--- src/rtl/frank_pkg.sv ---
// Shared jump-unit definitions: branch opcode encodings and flag bit positions.
package frank_pkg;

  typedef enum logic [2:0] {
    OP_GOTO   = 3'b000,
    OP_GTIFZ  = 3'b001,
    OP_GTIFN  = 3'b010,
    OP_GTIFC  = 3'b011,
    OP_GTIFNZ = 3'b100,
    OP_GTIFNC = 3'b101,
    OP_CALL   = 3'b110,
    OP_RET    = 3'b111
  } br_op_e;

  localparam int FLAG_W = 3;
  localparam int FLAG_Z = 0;
  localparam int FLAG_N = 1;
  localparam int FLAG_C = 2;

endpackage

--- src/rtl/return_stack.sv ---
// Return-address stack for CALL/RET. Push is ignored when full and pop is
// ignored when empty, so the pointer never wraps. Contents are not reset.
module return_stack #(
  parameter int ADDR_W      = 8,
  parameter int STACK_DEPTH = 4
) (
  input  logic                               clk,
  input  logic                               rst,
  input  logic                               push,
  input  logic                               pop,
  input  logic [ADDR_W-1:0]                  din,
  output logic [ADDR_W-1:0]                  top,
  output logic [$clog2(STACK_DEPTH+1)-1:0]   depth,
  output logic                               full,
  output logic                               empty
);

  localparam int DEPTH_W = $clog2(STACK_DEPTH + 1);
  localparam int IDX_W   = $clog2(STACK_DEPTH);

  logic [ADDR_W-1:0] mem [STACK_DEPTH];
  logic [IDX_W-1:0]  wr_idx;
  logic [IDX_W-1:0]  top_idx;

  assign full    = (depth == DEPTH_W'(STACK_DEPTH));
  assign empty   = (depth == '0);
  assign wr_idx  = IDX_W'(depth);
  assign top_idx = IDX_W'(depth - DEPTH_W'(1));
  assign top     = empty ? '0 : mem[top_idx];

  // Storage write: the new entry lands in the slot just above the current top
  always_ff @(posedge clk) begin
    if (push && !full) begin
      mem[wr_idx] <= din;
    end
  end

  // Occupancy counter; reset wins over any pending push or pop
  always_ff @(posedge clk) begin
    if (rst) begin
      depth <= '0;
    end else if (push && !full) begin
      depth <= depth + DEPTH_W'(1);
    end else if (pop && !empty) begin
      depth <= depth - DEPTH_W'(1);
    end
  end

endmodule

--- src/rtl/jump_unit.sv ---
// Jump unit: flag register, zero-latency branch condition decode and a
// return stack for CALL/RET, with sticky overflow/underflow indicators.
module jump_unit
  import frank_pkg::*;
#(
  parameter int ADDR_W      = 8,
  parameter int STACK_DEPTH = 4
) (
  input  logic                               clk,
  input  logic                               rst,
  input  logic                               flag_we,
  input  logic [FLAG_W-1:0]                  flags_in,
  input  logic                               br_valid,
  input  logic [2:0]                         br_op,
  input  logic [ADDR_W-1:0]                  target,
  input  logic [ADDR_W-1:0]                  pc_ret,
  output logic                               jump,
  output logic [ADDR_W-1:0]                  jump_addr,
  output logic [FLAG_W-1:0]                  flags_q,
  output logic [$clog2(STACK_DEPTH+1)-1:0]   depth,
  output logic                               ovf,
  output logic                               unf
);

  logic              stk_full;
  logic              stk_empty;
  logic [ADDR_W-1:0] stk_top;
  logic              do_push;
  logic              do_pop;
  logic              set_ovf;
  logic              set_unf;

  return_stack #(
    .ADDR_W      (ADDR_W),
    .STACK_DEPTH (STACK_DEPTH)
  ) u_stack (
    .clk   (clk),
    .rst   (rst),
    .push  (do_push),
    .pop   (do_pop),
    .din   (pc_ret),
    .top   (stk_top),
    .depth (depth),
    .full  (stk_full),
    .empty (stk_empty)
  );

  // Branch decode against the registered flags; address is forced to 0 when not jumping
  always_comb begin
    jump      = 1'b0;
    jump_addr = '0;
    do_push   = 1'b0;
    do_pop    = 1'b0;
    set_ovf   = 1'b0;
    set_unf   = 1'b0;
    if (br_valid) begin
      case (br_op)
        OP_GOTO:   jump = 1'b1;
        OP_GTIFZ:  jump = flags_q[FLAG_Z];
        OP_GTIFN:  jump = flags_q[FLAG_N];
        OP_GTIFC:  jump = flags_q[FLAG_C];
        OP_GTIFNZ: jump = !flags_q[FLAG_Z];
        OP_GTIFNC: jump = !flags_q[FLAG_C];
        OP_CALL: begin
          jump    = 1'b1;
          do_push = !stk_full;
          set_ovf = stk_full;
        end
        OP_RET: begin
          jump    = !stk_empty;
          do_pop  = !stk_empty;
          set_unf = stk_empty;
        end
        default: jump = 1'b0;
      endcase
      if (jump) begin
        jump_addr = (br_op == OP_RET) ? stk_top : target;
      end
    end
  end

  // Flag register: loads only on flag_we, untouched by branches
  always_ff @(posedge clk) begin
    if (rst) begin
      flags_q <= '0;
    end else if (flag_we) begin
      flags_q <= flags_in;
    end
  end

  // Sticky stack error flags, cleared only by reset
  always_ff @(posedge clk) begin
    if (rst) begin
      ovf <= 1'b0;
      unf <= 1'b0;
    end else begin
      if (set_ovf) ovf <= 1'b1;
      if (set_unf) unf <= 1'b1;
    end
  end

endmodule

--- config.mk ---
export PLATFORM = sky130hd
export DESIGN_NAME = jump_unit
export DESIGN_NICKNAME = d
export VERILOG_FILES = /design/src/rtl/frank_pkg.sv /design/src/rtl/return_stack.sv /design/src/rtl/jump_unit.sv
export SDC_FILE = /design/constraint.sdc
export NUM_CORES = 1
export LEC_CHECK = 0
export CAP_MARGIN = 20
export CORE_ASPECT_RATIO = 2
export CORE_MARGIN = 3
export CORE_UTILIZATION = 50
export DETAILED_ROUTE_END_ITERATION = 16
export HOLD_SLACK_MARGIN = 0.06
export PLACE_DENSITY = 0.79
export RECOVER_POWER = 100
export REMOVE_ABC_BUFFERS = 1
export SYNTH_ARGS = -nofsm -noshare
export SYNTH_HDL_FRONTEND = slang
export SYNTH_SLANG_ARGS = --single-unit
--- constraint.sdc ---
create_clock -name clk -period 6.7 [get_ports clk]
set_clock_uncertainty 0.2 [all_clocks]
set_input_delay 1.34 -clock clk [delete_from_list [all_inputs] [get_ports clk]]
set_output_delay 1.34 -clock clk [all_outputs]
set_load 0.005 [all_outputs]
[Yosys cells after proc, flatten, opt, wreduce, memory -nomap -nowiden]
Memories as Yosys holds them, arrays and structs flattened.
Cells that the tools add are included.
Storage, ports and cells
  memories: 1
  register bits: 8
  logic and storage cells: 44
  RAM bits: 32
  output and inout bits: 17
Memory list
  u_stack.mem: words 4, bits a word 8, read ports 1, clocked after Yosys merged registers in 0, write ports 1, line return_stack.sv:21  | logic [ADDR_W-1:0] mem [STACK_DEPTH];
Cells by class
  equality and inequality tests: 8
  reductions and logical operators: 10
  $add $sub $neg: 2
  multiplexer cells: 19
Operator list (number)
  8-bit two-way mux: 4
  3-bit == test (second input constant): 5
  1-bit two-way mux: 12
  1-bit one-hot mux with 7 select lines: 1
  3-bit by 2-bit == test with 1-bit output (second input constant): 2
  3-bit zero test: 2
  3-bit two-way mux: 2
  1-bit zero test: 4
  3-bit by 1-bit adder with 3-bit output (second input constant): 1
  3-bit by 1-bit == test with 1-bit output (second input constant): 1
  3-bit by 1-bit subtractor with 3-bit output (second input constant): 1
  1-bit logical AND: 2
  2-bit nonzero test: 1
  2-bit OR reduction: 1

[Depth between registers and ports, before layout]
Gate-level depths: netlist of run 1.
  depth in word-level cells: 7
  mapped depth: 7
  depth with buffers taken out: 5

[Modules after synthesis]
A second synthesis of run 1 with hierarchy kept.
Second synthesis, totals
  cell total of the unflattened synthesis: 131
  area total of the unflattened synthesis: 1965.6 sq um
By module, submodules not included
  return_stack: instances 1, area an instance 1497.7 sq um, cells each 83
  jump_unit: instances 1, area an instance 467.9 sq um, cells each 48

[Least setup slack after synthesis of run 1]
No wires, ideal clock.
  kind: input to output
  start: input br_op[2]
  end: output jump_addr[0]
  stages: 4
  arrival: 2192 ps
  buffers on the path: 1
  data required time: 5160 ps
  setup slack: 2968 ps
  cell sequence: or4b_1 -> buf_4 -> nand2_8 -> o32ai_1
On the way
  cells in the longest elaborated chain, start to end: 6
  elaborated cells on any way between the ends: 14
RTL lines
  start, declared: line jump_unit.sv:14  | input logic [2:0] br_op,
  3-bit == test or 3-bit zero test (tied branches): line jump_unit.sv:57  | case (br_op)
  2-bit OR reduction (no line)
  1-bit one-hot mux with 7 select lines: line jump_unit.sv:57
  1-bit two-way mux: line jump_unit.sv:56  | if (br_valid) begin
  8-bit two-way mux (*): line jump_unit.sv:76  | if (jump) begin
  8-bit two-way mux (*): line jump_unit.sv:56
  end, declared: line jump_unit.sv:18  | output logic [ADDR_W-1:0] jump_addr,
Every way passes the cells marked *; elsewhere a longest branch is shown, timed or not. The select of a mux whose other input is x is not followed.

[Worst setup path after layout of run 1]
  start: input br_op[0]
  end: output jump_addr[6]
Same word-level chain as after synthesis.

==> flow_summary.ini, run 1 <==
[global_route]
grt_pass1_vias = 1262
grt_pass1_wl_um = 6010
antenna_found_initial = 0
grtUsageMet2_pct = 34.1
gr-usage-all-layers_pct = 17.8
grt_max_degree = 18
grt_remaining_overflow = 0
met1_usage_pct = 16.3
use_met3_pct = 4.94
grt.busiest_layer = met2

[clock_tree]
post_cts_buffers = 0
path_clk_slew_ns = 0.07
cts_tree = done
holdBufCountCts = 0
clockBufferDepth = 2
root_buffer = clkbuf_8
cts-buffers-inserted = 5
clock-sinks = 40
htree_levels = 2
post_cts_resized = 0
insertion_delay_ns = 0.29

[timing]
period_share_pct = 81.6
hold_violations = 0
relSlewSlack_pct = 53.7
tightest_slew_ns = 0.694
tns_ns = 0
rsz0062_at_grt = no
slew_violations = 0
fin_crit_ns = 5.47
fmax_mhz = 183
setup_viol = 0

[min_path]
min_path_type = flip-flop to flip-flop

[power]
vdd_ir_drop_max_uv = 222
p_per_area_nw_per_um2 = 197
leakagePower_uw = 0.000899
p_total_uw = 475

[yosys]
synth_top_cell_area_share_pct = 50.3
synth_edf_count = 32
ys_ff_latch = 40
synth_top_cell_by_area = edfxtp_1
synth_cell_types = 33
async_flop_share_pct = 0
yosysSeqAreaShare_pct = 58.7
synth_ff_type = edfxtp_1
synth_area_um2 = 1910
synth.avg_cell_area_um2 = 13.9
syn-instance-count = 137
netlist_top_cells_area = edfxtp_1 50%, mux4_2 9.4%, dfxtp_1 8.4%
yosys_warnings = 0

[critical_path]
cp-start-kind = input port
worstPathMaxFanout = 17
crit_type = input port to primary output
end_kind = primary output
required_ns = 5.16
worstPathArrival_ns = 3.93

[floorplan]
chipWidth_um = 49.7
die_h_um = 93.4
coreArea_um2 = 3650
dieArea_um2 = 4640
io_pins = 43
initial_core_util_pct = 52.4
core.rowCount = 31

[cells_and_area]
nets = 209
layout_commonest_cell = edfxtp_1
final_cell_count_no_fill = 227
layout_common_cells = 32 x edfxtp_1, 27 x dlygate4sd3_1, 15 x clkdlybuf4s50_1
fillers = 297
regArea_um2 = 1120
synthToLayoutAreaGrowth_pct = 26.4
fin_util_pct = 66.2
drive_gt1_share_pct = 10.7
design_area_um2 = 2410
diodes = 0
multiInputGateArea_um2 = 681

[placed_design]
hpwl_um = 2800
place_area_um2 = 2350
dp_cells = 220
routabilityCongestion = 0.753
io_buffers = 42

[routing]
drc = 0
wirelength_um = 3700
ant_nets = 0
post_drt_wl_per_cell_um = 16.3
drtPass1Iterations = 4
vias = 1283
routed_via_density = 5.65
dr.first_iter.drc_count = 50

[job]
maxCapViolations = 0

[run_status]
status = complete, no violations
-- cells by family (layout without fill, tap and decap cells) --
group	Yosys count	in the layout	synth area share, %
flops	40	40	58.7
simple gates	38	38	13.0
buf+inv	21	62	4.78
compound gates	19	19	7.73
mux	12	12	11.6
fa+ha+maj	5	5	3.28
xor+xnor	2	2	0.918
-- flip-flops by register name (all words and copies together), names as in the netlist --
| name | flops |
|---|---|
| flags_q | 3 |
| u_stack.depth | 3 |
| ovf | 1 |
| u_stack.mem | 32 |
| unf | 1 |
-- through the flow --
stage | setup slack [ns] | hold WS (ns)
2_1_floorplan | 2.86 | 0.265
3_3_place_gp | 1.62 | 0.261
3_5_place_dp | 1.54 | 0.275
4_1_cts | 1.53 | 0.292
5_1_grt | 1.11 | 0.325
6_report | 1.23 | 0.288
-- critical path: stages --
cell           delay [ns]
dlygate4sd3_1        0.88
or4b_1               0.65
nand2_1              0.31
o32ai_1              0.15
dlygate4sd3_1        0.59
-- where the power goes --
part | switching (µW) | total (µW) | internal (µW) | leakage, µW
logic | 23.5 | 53.6 | 30.1 | 0.000506
registers | 2.89 | 273 | 270 | 0.000353
clock network | 77.4 | 148 | 70.3 | 0.0000400
total | 104 | 475 | 371 | 0.000899
-- worst paths after layout --
check        cells after the start  slack [ns]          endpoint        startpoint
min                              2        0.29               unf               unf
max reg2reg                      5        3.99  u_stack.depth[1]  u_stack.depth[0]
max                              5        1.23      jump_addr[6]          br_op[0]
min reg2reg                      2        0.29               unf               unf
-- routing by layer --
layer  vias up  wire [µm]
met5         -          0
met2        45       2050
met1       622       1340
met3         6        222
met4         0         81
li1        610          -
-- layout make-up --
cell class | count | share of cell area (%)
Timing Repair Buffer | 43 | 17.6
Sequential cell | 40 | 46.4
Tap cell | 49 | 2.54
Clock inverter | 2 | 0.518
Inverter | 12 | 1.87
Clock buffer | 5 | 2.85
Multi-Input combinational cell | 76 | 28.2
-- synth_stat cells (all sizes together), types with 2 or more instances --
cell / count
nand2b: 2
o32ai: 9
mux2i: 3
nor2: 7
and3: 4
buf: 6
a41oi: 2
a211oi: 2
or4b: 2
nand2: 3
a21oi: 3
nor2b: 2
xor2: 2
inv: 12
clkbuf: 3
nand4: 2
ha: 5
mux4: 8
dfxtp: 8
edfxtp: 32
nand3: 10
Power figures use the tool's default switching activity.
==> run 2, diff against run 1 <==
==> constraint.sdc (replaced) <==
create_clock -name clk -period 5.1 [get_ports clk]
set_clock_uncertainty 0.2 [all_clocks]
set_input_delay 1.02 -clock clk [delete_from_list [all_inputs] [get_ports clk]]
set_output_delay 1.02 -clock clk [all_outputs]
set_load 0.005 [all_outputs]
==> run 2 against run 1 <==
Against the previous run: wire length up 4.4%; core utilization rose by 1.1 points; sequential share of layout area shrank 0.78 points; critical path depth up 1; design area rose by 1.7%; non-clock buffer count is 2 higher; setup slack worse by 0.73 ns; register-to-register slack got worse by 1.3 ns.
==> flow_summary.ini, run 2 (synthesis gave the netlist of run 1 again) <==
[routing]
dr_wl_met3_um = 242
drtPass1Iterations = 4
drt-met1-wl_um = 1320
wirelength_um = 3860
highest_layer = met4
dr.first_iter.drc_count = 24
drc = 0
vias = 1285
ant_nets = 0
dr_wl_met2_um = 2210
routed_via_density = 5.59
post_drt_wl_per_cell_um = 16.8

[timing]
period_share_pct = 90.3
rsz0062_at_grt = no
hold_violations = 0
fmax_mhz = 217
relSlewSlack_pct = 62.4
fin_crit_ns = 4.60
slew_violations = 0
tightest_slew_ns = 0.564
tns_ns = 0
setup_viol = 0

[placed_design]
routabilityCongestion = 0.701
io_buffers = 42
place_area_um2 = 2370
hpwl_um = 2900

[floorplan]
core.rowCount = 31
dieArea_um2 = 4640
chipWidth_um = 49.7
die_h_um = 93.4
coreArea_um2 = 3650
io_pins = 43
initial_core_util_pct = 52.4

[cells_and_area]
drive_gt1_share_pct = 11.6
synthToLayoutAreaGrowth_pct = 28.6
largest_register_ffs = 32
fin_util_pct = 67.3
layout_common_cells = 32 x edfxtp_1, 24 x dlygate4sd3_1, 18 x clkdlybuf4s50_1
design_area_um2 = 2450
reg_top3 = u_stack.mem (32), flags_q (3), u_stack.depth (3)
nets = 211
layout_commonest_cell = edfxtp_1
diodes = 0
top_register = u_stack.mem

[clock_tree]
root_buffer = clkbuf_8
clockBufferDepth = 2
post_cts_resized = 0
holdBufCountCts = 0
cts-buffers-inserted = 5
path_clk_slew_ns = 0.08
insertion_delay_ns = 0.30
post_cts_buffers = 0
htree_levels = 2
cts_tree = done
clock-sinks = 40

[global_route]
antenna_found_initial = 0
gr-usage-all-layers_pct = 18.1
grt_max_degree = 18
grt_pass1_vias = 1285
grt_remaining_overflow = 0
grt_pass1_wl_um = 6150

[min_path]
whs_endpoint = unf
min_path_type = flip-flop to flip-flop
min_from = unf
hold_depth = 2

[critical_path]
cp-start-kind = input port
required_ns = 3.88
end_kind = primary output
worstRegToRegCells = 6
r2r-start = u_stack.depth[0]
worstPathArrival_ns = 3.38
ff2ff_setup_slack_ns = 2.71
crit_type = input port to primary output
worstPathMaxFanout = 17
rr_endpoint = u_stack.depth[1]

[power]
p_seq_share_pct = 52.6
intPower_uw = 541
power_frac_clock_pct = 36.5
p_sw_uw = 138
vdd_ir_drop_max_uv = 267
swShare_pct = 20.3
leakagePower_uw = 0.000918
combinationalPowerShare_pct = 10.9
p_per_area_nw_per_um2 = 277

[run_status]
status = complete, no violations

[job]
maxCapViolations = 0
==> run 2: changes by cell type in the layout (fill, tap and decap cells not counted) <==
cell             delta
dlygate4sd3_1       -3
clkdlybuf4s50_1     +3
buf_4               +2
bufinv_16           +1
clkinvlp_4          -1
clkbuf_1            +1
==> run 2: area by class of cell <==
class	count	area [µm²]
well taps	49	61.3
clock inverters	2	35.0
flip-flops and latches	40	1120
multi-input cells	76	681
inverters	12	45.0
fillers	292	1190
clock buffers	6	72.6
repair buffers	45	439
==> run 2: worst max-delay path by stage <==
stage,from,to,slack (ns),depth (start not counted)
after floorplan,br_op[2],jump_addr[0],1.90,3
after global placement,br_op[0],jump_addr[7],0.81,6
after detailed placement,br_op[0],jump_addr[7],0.77,6
after CTS,br_op[0],jump_addr[7],0.75,6
after global routing,br_op[0],jump_addr[7],0.42,6
final,br_op[0],jump_addr[7],0.50,6
==> run 2: metrics by stage <==
stage	power [µW]	worst slack, ns	hold WS [ns]	cells
2_1_floorplan	396	1.90	0.265	128
3_3_place_gp	441	0.806	0.261	222
3_5_place_dp	444	0.767	0.276	222
4_1_cts	688	0.748	0.295	230
5_1_grt	706	0.425	0.312	230
6_report	679	0.495	0.284	230
==> run 2: power groups by stage <==
| stage | Clock (µW) | Combinational, µW | Sequential (µW) |
|---|---|---|---|
| 2_1_floorplan | 0 | 29.7 | 366 |
| 3_3_place_gp | 0 | 76.6 | 365 |
| 3_5_place_dp | 0 | 79.6 | 365 |
| 4_1_cts | 250 | 80.2 | 357 |
| 5_1_grt | 268 | 80.9 | 358 |
| 6_report | 248 | 74.4 | 357 |
==> run 2: per-layer routing <==
metal / track usage, % / vias up
met5: 0 / -
met4: 8.31 / 0
met3: 5.26 / 6
met2: 34.2 / 43
met1: 17.3 / 621
li1: - / 615
==> run 2: critical path, cell delays in order <==
cell	delay (ns)
clkdlybuf4s50_1	0.46
buf_4	0.20
or4b_1	0.62
nand2_1	0.31
o32ai_1	0.16
dlygate4sd3_1	0.60
